<file path="src/rtl/alu_share_arbiter_if.sv">
// Request, response and ALU-side signal bundle for alu_share_arbiter.
// slave = arbiter view; master = requesters plus the shared ALU.
interface alu_share_arbiter_if #(
    parameter int WIDTH = 32,
    parameter int OP_W  = 4
);
    logic             req0_valid;
    logic             req0_ready;
    logic [OP_W-1:0]  req0_op;
    logic [WIDTH-1:0] req0_a;
    logic [WIDTH-1:0] req0_b;

    logic             req1_valid;
    logic             req1_ready;
    logic [OP_W-1:0]  req1_op;
    logic [WIDTH-1:0] req1_a;
    logic [WIDTH-1:0] req1_b;

    logic             rsp0_valid;
    logic             rsp0_ready;
    logic             rsp1_valid;
    logic             rsp1_ready;
    logic [WIDTH-1:0] rsp_data;

    logic [OP_W-1:0]  alu_op;
    logic [WIDTH-1:0] alu_a;
    logic [WIDTH-1:0] alu_b;
    logic [WIDTH-1:0] alu_result;

    modport slave (
        input  req0_valid, req0_op, req0_a, req0_b,
        input  req1_valid, req1_op, req1_a, req1_b,
        output req0_ready, req1_ready,
        output rsp0_valid, rsp1_valid, rsp_data,
        input  rsp0_ready, rsp1_ready,
        output alu_op, alu_a, alu_b,
        input  alu_result
    );

    modport master (
        output req0_valid, req0_op, req0_a, req0_b,
        output req1_valid, req1_op, req1_a, req1_b,
        input  req0_ready, req1_ready,
        input  rsp0_valid, rsp1_valid, rsp_data,
        output rsp0_ready, rsp1_ready,
        input  alu_op, alu_a, alu_b,
        output alu_result
    );
endinterface

</file>
<file path="src/rtl/alu_share_arbiter.sv">
// Shares one registered-output ALU between two requesters, one op in flight.
// Round-robin by default; define ALU_SHARE_FIXED_PRIO_EN for fixed priority (requester 0 wins).
module alu_share_arbiter #(
    parameter int WIDTH = 32,
    parameter int OP_W  = 4
) (
    input  logic                clk,
    input  logic                rst,
    alu_share_arbiter_if.slave  bus
);

    typedef enum logic [1:0] {
        S_IDLE = 2'd0,
        S_EXEC = 2'd1,
        S_CAPT = 2'd2,
        S_RESP = 2'd3
    } state_t;

    state_t           r_state;
    state_t           w_state_next;

    logic [OP_W-1:0]  r_op;
    logic [WIDTH-1:0] r_a;
    logic [WIDTH-1:0] r_b;
    logic [WIDTH-1:0] r_rsp_data;
    logic             r_owner;

    logic [1:0]       w_req_valid;
    logic [1:0]       w_grant;
    logic [1:0]       w_req_ready;
    logic [1:0]       w_rsp_ready;
    logic [1:0]       w_rsp_valid;
    logic             w_accept;
    logic             w_accept_port;

    assign w_req_valid = {bus.req1_valid, bus.req0_valid};
    assign w_rsp_ready = {bus.rsp1_ready, bus.rsp0_ready};

`ifdef ALU_SHARE_FIXED_PRIO_EN
    assign w_grant[0] = w_req_valid[0];
    assign w_grant[1] = w_req_valid[1] & ~w_req_valid[0];
`else
    // r_prio = 1 means requester 1 is favoured on the next contention
    logic r_prio;

    assign w_grant[0] = w_req_valid[0] & (~w_req_valid[1] | ~r_prio);
    assign w_grant[1] = w_req_valid[1] & (~w_req_valid[0] |  r_prio);

    always_ff @(posedge clk) begin
        if (rst) begin
            r_prio <= 1'b0;
        end else if (w_accept) begin
            r_prio <= ~w_accept_port;
        end
    end
`endif

    // Grants are one-hot, so grant[1] alone identifies the accepted port
    assign w_accept_port = w_grant[1];

    always_ff @(posedge clk) begin
        if (rst) begin
            r_state <= S_IDLE;
        end else begin
            r_state <= w_state_next;
        end
    end

    always_comb begin
        w_state_next = r_state;
        w_req_ready  = 2'b00;
        w_accept     = 1'b0;
        case (r_state)
            S_IDLE: begin
                w_req_ready = w_grant;
                if (|w_grant) begin
                    w_accept     = 1'b1;
                    w_state_next = S_EXEC;
                end
            end
            S_EXEC: w_state_next = S_CAPT;
            S_CAPT: w_state_next = S_RESP;
            S_RESP: begin
                if (w_rsp_ready[r_owner]) begin
                    w_state_next = S_IDLE;
                end
            end
            default: w_state_next = S_IDLE;
        endcase
    end

    // Operands stay put after the ALU samples them, until the next accept
    always_ff @(posedge clk) begin
        if (rst) begin
            r_op       <= '0;
            r_a        <= '0;
            r_b        <= '0;
            r_owner    <= 1'b0;
            r_rsp_data <= '0;
        end else begin
            if (w_accept) begin
                r_op    <= w_accept_port ? bus.req1_op : bus.req0_op;
                r_a     <= w_accept_port ? bus.req1_a  : bus.req0_a;
                r_b     <= w_accept_port ? bus.req1_b  : bus.req0_b;
                r_owner <= w_accept_port;
            end
            if (r_state == S_CAPT) begin
                r_rsp_data <= bus.alu_result;
            end
        end
    end

    for (genvar gi = 0; gi < 2; gi++) begin : g_rsp
        assign w_rsp_valid[gi] = (r_state == S_RESP) && (r_owner == (gi == 1));
    end

    assign bus.req0_ready = w_req_ready[0];
    assign bus.req1_ready = w_req_ready[1];
    assign bus.rsp0_valid = w_rsp_valid[0];
    assign bus.rsp1_valid = w_rsp_valid[1];
    assign bus.rsp_data   = r_rsp_data;
    assign bus.alu_op     = r_op;
    assign bus.alu_a      = r_a;
    assign bus.alu_b      = r_b;

endmodule

</file>
<file path="src/flat_wrapper.sv">
// flat-port wrapper written by rule: the top's interface ports become plain ports
module alu_share_arbiter_flat 
#(
    parameter int WIDTH = 32,
    parameter int OP_W  = 4
)
  (clk, rst, bus_req0_valid, bus_req0_op, bus_req0_a, bus_req0_b, bus_req1_valid, bus_req1_op, bus_req1_a, bus_req1_b, bus_req0_ready, bus_req1_ready, bus_rsp0_valid, bus_rsp1_valid, bus_rsp_data, bus_rsp0_ready, bus_rsp1_ready, bus_alu_op, bus_alu_a, bus_alu_b, bus_alu_result);
  alu_share_arbiter_if #(.WIDTH(WIDTH), .OP_W(OP_W)) bus_i ();
  input  logic clk;
  input  logic rst;
  input wire logic [$bits(bus_i.req0_valid)-1:0] bus_req0_valid;
  input wire logic [$bits(bus_i.req0_op)-1:0] bus_req0_op;
  input wire logic [$bits(bus_i.req0_a)-1:0] bus_req0_a;
  input wire logic [$bits(bus_i.req0_b)-1:0] bus_req0_b;
  input wire logic [$bits(bus_i.req1_valid)-1:0] bus_req1_valid;
  input wire logic [$bits(bus_i.req1_op)-1:0] bus_req1_op;
  input wire logic [$bits(bus_i.req1_a)-1:0] bus_req1_a;
  input wire logic [$bits(bus_i.req1_b)-1:0] bus_req1_b;
  output wire logic [$bits(bus_i.req0_ready)-1:0] bus_req0_ready;
  output wire logic [$bits(bus_i.req1_ready)-1:0] bus_req1_ready;
  output wire logic [$bits(bus_i.rsp0_valid)-1:0] bus_rsp0_valid;
  output wire logic [$bits(bus_i.rsp1_valid)-1:0] bus_rsp1_valid;
  output wire logic [$bits(bus_i.rsp_data)-1:0] bus_rsp_data;
  input wire logic [$bits(bus_i.rsp0_ready)-1:0] bus_rsp0_ready;
  input wire logic [$bits(bus_i.rsp1_ready)-1:0] bus_rsp1_ready;
  output wire logic [$bits(bus_i.alu_op)-1:0] bus_alu_op;
  output wire logic [$bits(bus_i.alu_a)-1:0] bus_alu_a;
  output wire logic [$bits(bus_i.alu_b)-1:0] bus_alu_b;
  input wire logic [$bits(bus_i.alu_result)-1:0] bus_alu_result;
  assign bus_i.req0_valid = bus_req0_valid;
  assign bus_i.req0_op = bus_req0_op;
  assign bus_i.req0_a = bus_req0_a;
  assign bus_i.req0_b = bus_req0_b;
  assign bus_i.req1_valid = bus_req1_valid;
  assign bus_i.req1_op = bus_req1_op;
  assign bus_i.req1_a = bus_req1_a;
  assign bus_i.req1_b = bus_req1_b;
  assign bus_req0_ready = bus_i.req0_ready;
  assign bus_req1_ready = bus_i.req1_ready;
  assign bus_rsp0_valid = bus_i.rsp0_valid;
  assign bus_rsp1_valid = bus_i.rsp1_valid;
  assign bus_rsp_data = bus_i.rsp_data;
  assign bus_i.rsp0_ready = bus_rsp0_ready;
  assign bus_i.rsp1_ready = bus_rsp1_ready;
  assign bus_alu_op = bus_i.alu_op;
  assign bus_alu_a = bus_i.alu_a;
  assign bus_alu_b = bus_i.alu_b;
  assign bus_i.alu_result = bus_alu_result;
  alu_share_arbiter #(.WIDTH(WIDTH), .OP_W(OP_W)) u_core (.clk(clk), .rst(rst), .bus(bus_i));
endmodule
</file>
<file path="config.mk">
export PLATFORM = sky130hd
export DESIGN_NAME = alu_share_arbiter_flat
export DESIGN_NICKNAME = d
export VERILOG_FILES = /design/src/rtl/alu_share_arbiter_if.sv /design/src/rtl/alu_share_arbiter.sv /design/src/flat_wrapper.sv
export SDC_FILE = /design/constraint.sdc
export NUM_CORES = 1
export LEC_CHECK = 0
export ABC_AREA = 1
export CAP_MARGIN = 5
export CORE_ASPECT_RATIO = 0.9
export CORE_UTILIZATION = 39
export DETAILED_ROUTE_END_ITERATION = 6
export GPL_ROUTABILITY_DRIVEN = 0
export PLACE_DENSITY = 0.78
export SETUP_SLACK_MARGIN = 0.3
export SLEW_MARGIN = 10
export SYNTH_ARGS = -nofsm -noshare
export SYNTH_HDL_FRONTEND = slang
export SYNTH_SLANG_ARGS = --single-unit
</file>
<file path="constraint.sdc">
create_clock -name clk -period 1.8 [get_ports clk]
set_input_delay 0.36 -clock clk [delete_from_list [all_inputs] [get_ports clk]]
set_output_delay 0.36 -clock clk [all_outputs]
set_load 0.03 [all_outputs]
</file>
==> metrics.cfg, run 1 <==
[timing]
worst_slack_ns=0.141
finalHoldViolCount=0
fin_skew_ns=0.00698
slew_violations=0
relSlewSlack_pct=71.5
tightest_slew_ns=0.427
finalCritPeriodShare_pct=92.2
finalSetupTns_ns=0
max_freq_mhz=603
hold_slack_ns=0.487
fin_crit_ns=1.66
finalSetupViolCount=0
grt_setup_unrepaired=true

[finish]
final_util_pct=68.9
fillers=1105
fin_nets=1221
drive_gt1_share_pct=7.82
n_antenna_cell=0
final_cell_mix=170 x clkdlybuf4s50_1, 145 x nand2_1, 143 x inv_1
final_common_cell=clkdlybuf4s50_1
syn_to_final_growth_pct=69.4

[critical_path]
cp.required_ns=1.44
arrival_ns=1.30
startpoint_type=flip-flop
worstPathMaxFanout=3
criticalPathCategory=reg -> out
cp-end-kind=output port

[route]
routed_wl_mm=17.4
via_per_inst=4.69
avgRoutedWirePerCell_um=14.4
ant_nets=0
vias=5671
drt-initial-drc-count=404
drc=0
first_pass_iters=4

[global_route]
grt_pass1_vias=5200
antenna_found_initial=0
track_usage_pct=24.5
grt_pass1_wl_mm=25.5
grt_max_degree=49
grt.overflow.total=0

[placement]
hpwl_mm=11.9
place_ws_ns=-0.0322
io_buffers=277

[cts]
cts-root-buf=clkbuf_16
cts_made_buffers=9
postCtsHoldBufs=0
clock_latency_ns=0.35
htree_levels=3
clk_path_buf_depth=2
clkSinkCount=104
path_clk_slew_ns=0.07
cts_tree=done

[flow_run]
cap_viol_max_count=0

[power]
ir_worst_vdd_mv=0.775
power_density_mw_per_mm2=1490
p_leak_nw=4.31

[floorplan]
die_height_um=109
rows=38
io_pins=278
die_area_mm2=0.0132
core_area_mm2=0.0122
start_util_pct=40.7
die_w_um=121

[synth]
synth_cells=771
synth_seq_cells=104
yosysWarnings=0
synth_area_mm2=0.00497
synth.distinct_cells=14
syn_area_per_cell_um2=6.44
syn_nets=949
ys_seq_area_share_pct=41.9

[min_path]
holdCritPathClass=reg -> reg

[status]
status=finished, final reports clean

-- sequential cells by signal (all words and copies together), names as in the netlist --
register / flops
u_core.r_prio: 1
u_core.bus.alu_a: 32
u_core.r_state: 2
u_core.bus.alu_op: 4
u_core.bus.rsp_data: 32
u_core.r_owner: 1
u_core.bus.alu_b: 32
-- critical path: stages, from the launching register on --
cell,delay (ns)
dfxtp_4,0.35
buf_6,0.11
inv_4,0.06
ha_4,0.15
nand3_2,0.09
inv_2,0.07
buf_6,0.12
-- kinds of logic (layout without fill, tap and decap cells) --
group / Yosys count / in the layout / synth area share [%]
DFF: 104 / 104 / 41.9
adders and majority gates: 4 / 4 / 1.01
buffers and inverters: 201 / 478 / 15.8
and+or+nand+nor: 357 / 357 / 30.5
AOI/OAI and AO/OA: 105 / 105 / 10.8
-- layer usage --
layer | track usage [%] | routed length (µm) | vias to the layer above
li1 | - | - | 2928
met1 | 28.4 | 7300 | 2508
met2 | 43.6 | 8340 | 206
met3 | 6.07 | 1340 | 29
met4 | 9.08 | 431 | 0
met5 | 0 | 0 | -
-- report_power, final --
part / total (mW) / switching (mW) / leakage (nW) / internal (mW)
sequential: 3.61 / 0.410 / 0.861 / 3.20
clock: 2.05 / 0.947 / 0.146 / 1.11
combinational: 6.91 / 4.29 / 3.30 / 2.61
-- cell usage after synthesis (all sizes together) --
library cell,count,share of area (%)
dfxtp,104,42
inv,148,11
clkbuf,36,2.7
nand3,141,14
nor2,69,5.2
nand2,147,11
o21ai,33,3.6
a21oi,72,7.3
buf,17,1.9
ha,4,1.0
-- what timing repair did --
item | 4_1_cts | 5_1_grt
endpoints found under the setup margin | 167 | 126
resized for setup | 124 | 43
setup buffers | 4 | 4
pin swaps | 2 | 3
gates cloned | 0 | 5
-- layout make-up --
class / count / area, µm² / area share [%]
timing repair buffer: 314 / 3090 / 36.7
multi-input combinational: 466 / 2170 / 25.7
sequential: 104 / 2090 / 24.8
inverter: 148 / 561 / 6.66
clock buffer: 9 / 225 / 2.68
tap: 160 / 200 / 2.38
clock inverter: 7 / 85.1 / 1.01
-- metrics by stage --
stage | power (mW) | area [µm²] | instances
4_1_cts | 12.1 | 8220 | 1199
6_report | 12.6 | 8420 | 1208
3_3_place_gp | 10.4 | 7940 | 1179
5_1_grt | 13.4 | 8420 | 1208
2_1_floorplan | 7.56 | 4970 | 771
3_5_place_dp | 10.5 | 7940 | 1179
-- worst paths after layout --
path | startpoint | end | slack [ns] | depth (start not counted)
worst max-delay path | u_core.r_state[1] | bus_req1_ready | 0.14 | 6
worst min-delay path | u_core.r_prio | u_core.r_prio | 0.49 | 2
worst max register to register | u_core.r_state[1] | u_core.bus.alu_b[25] | 0.16 | 11
worst min register to register | u_core.r_prio | u_core.r_prio | 0.49 | 2
(Power assumes the default switching activity.)
==> inputs of run 2 (changes only) <==
ABC_CLOCK_PERIOD_IN_PS = 1800   (was not set)
==> results of run 2 <==
No change in the layout: final DEF, timing and power equal those of run 1.
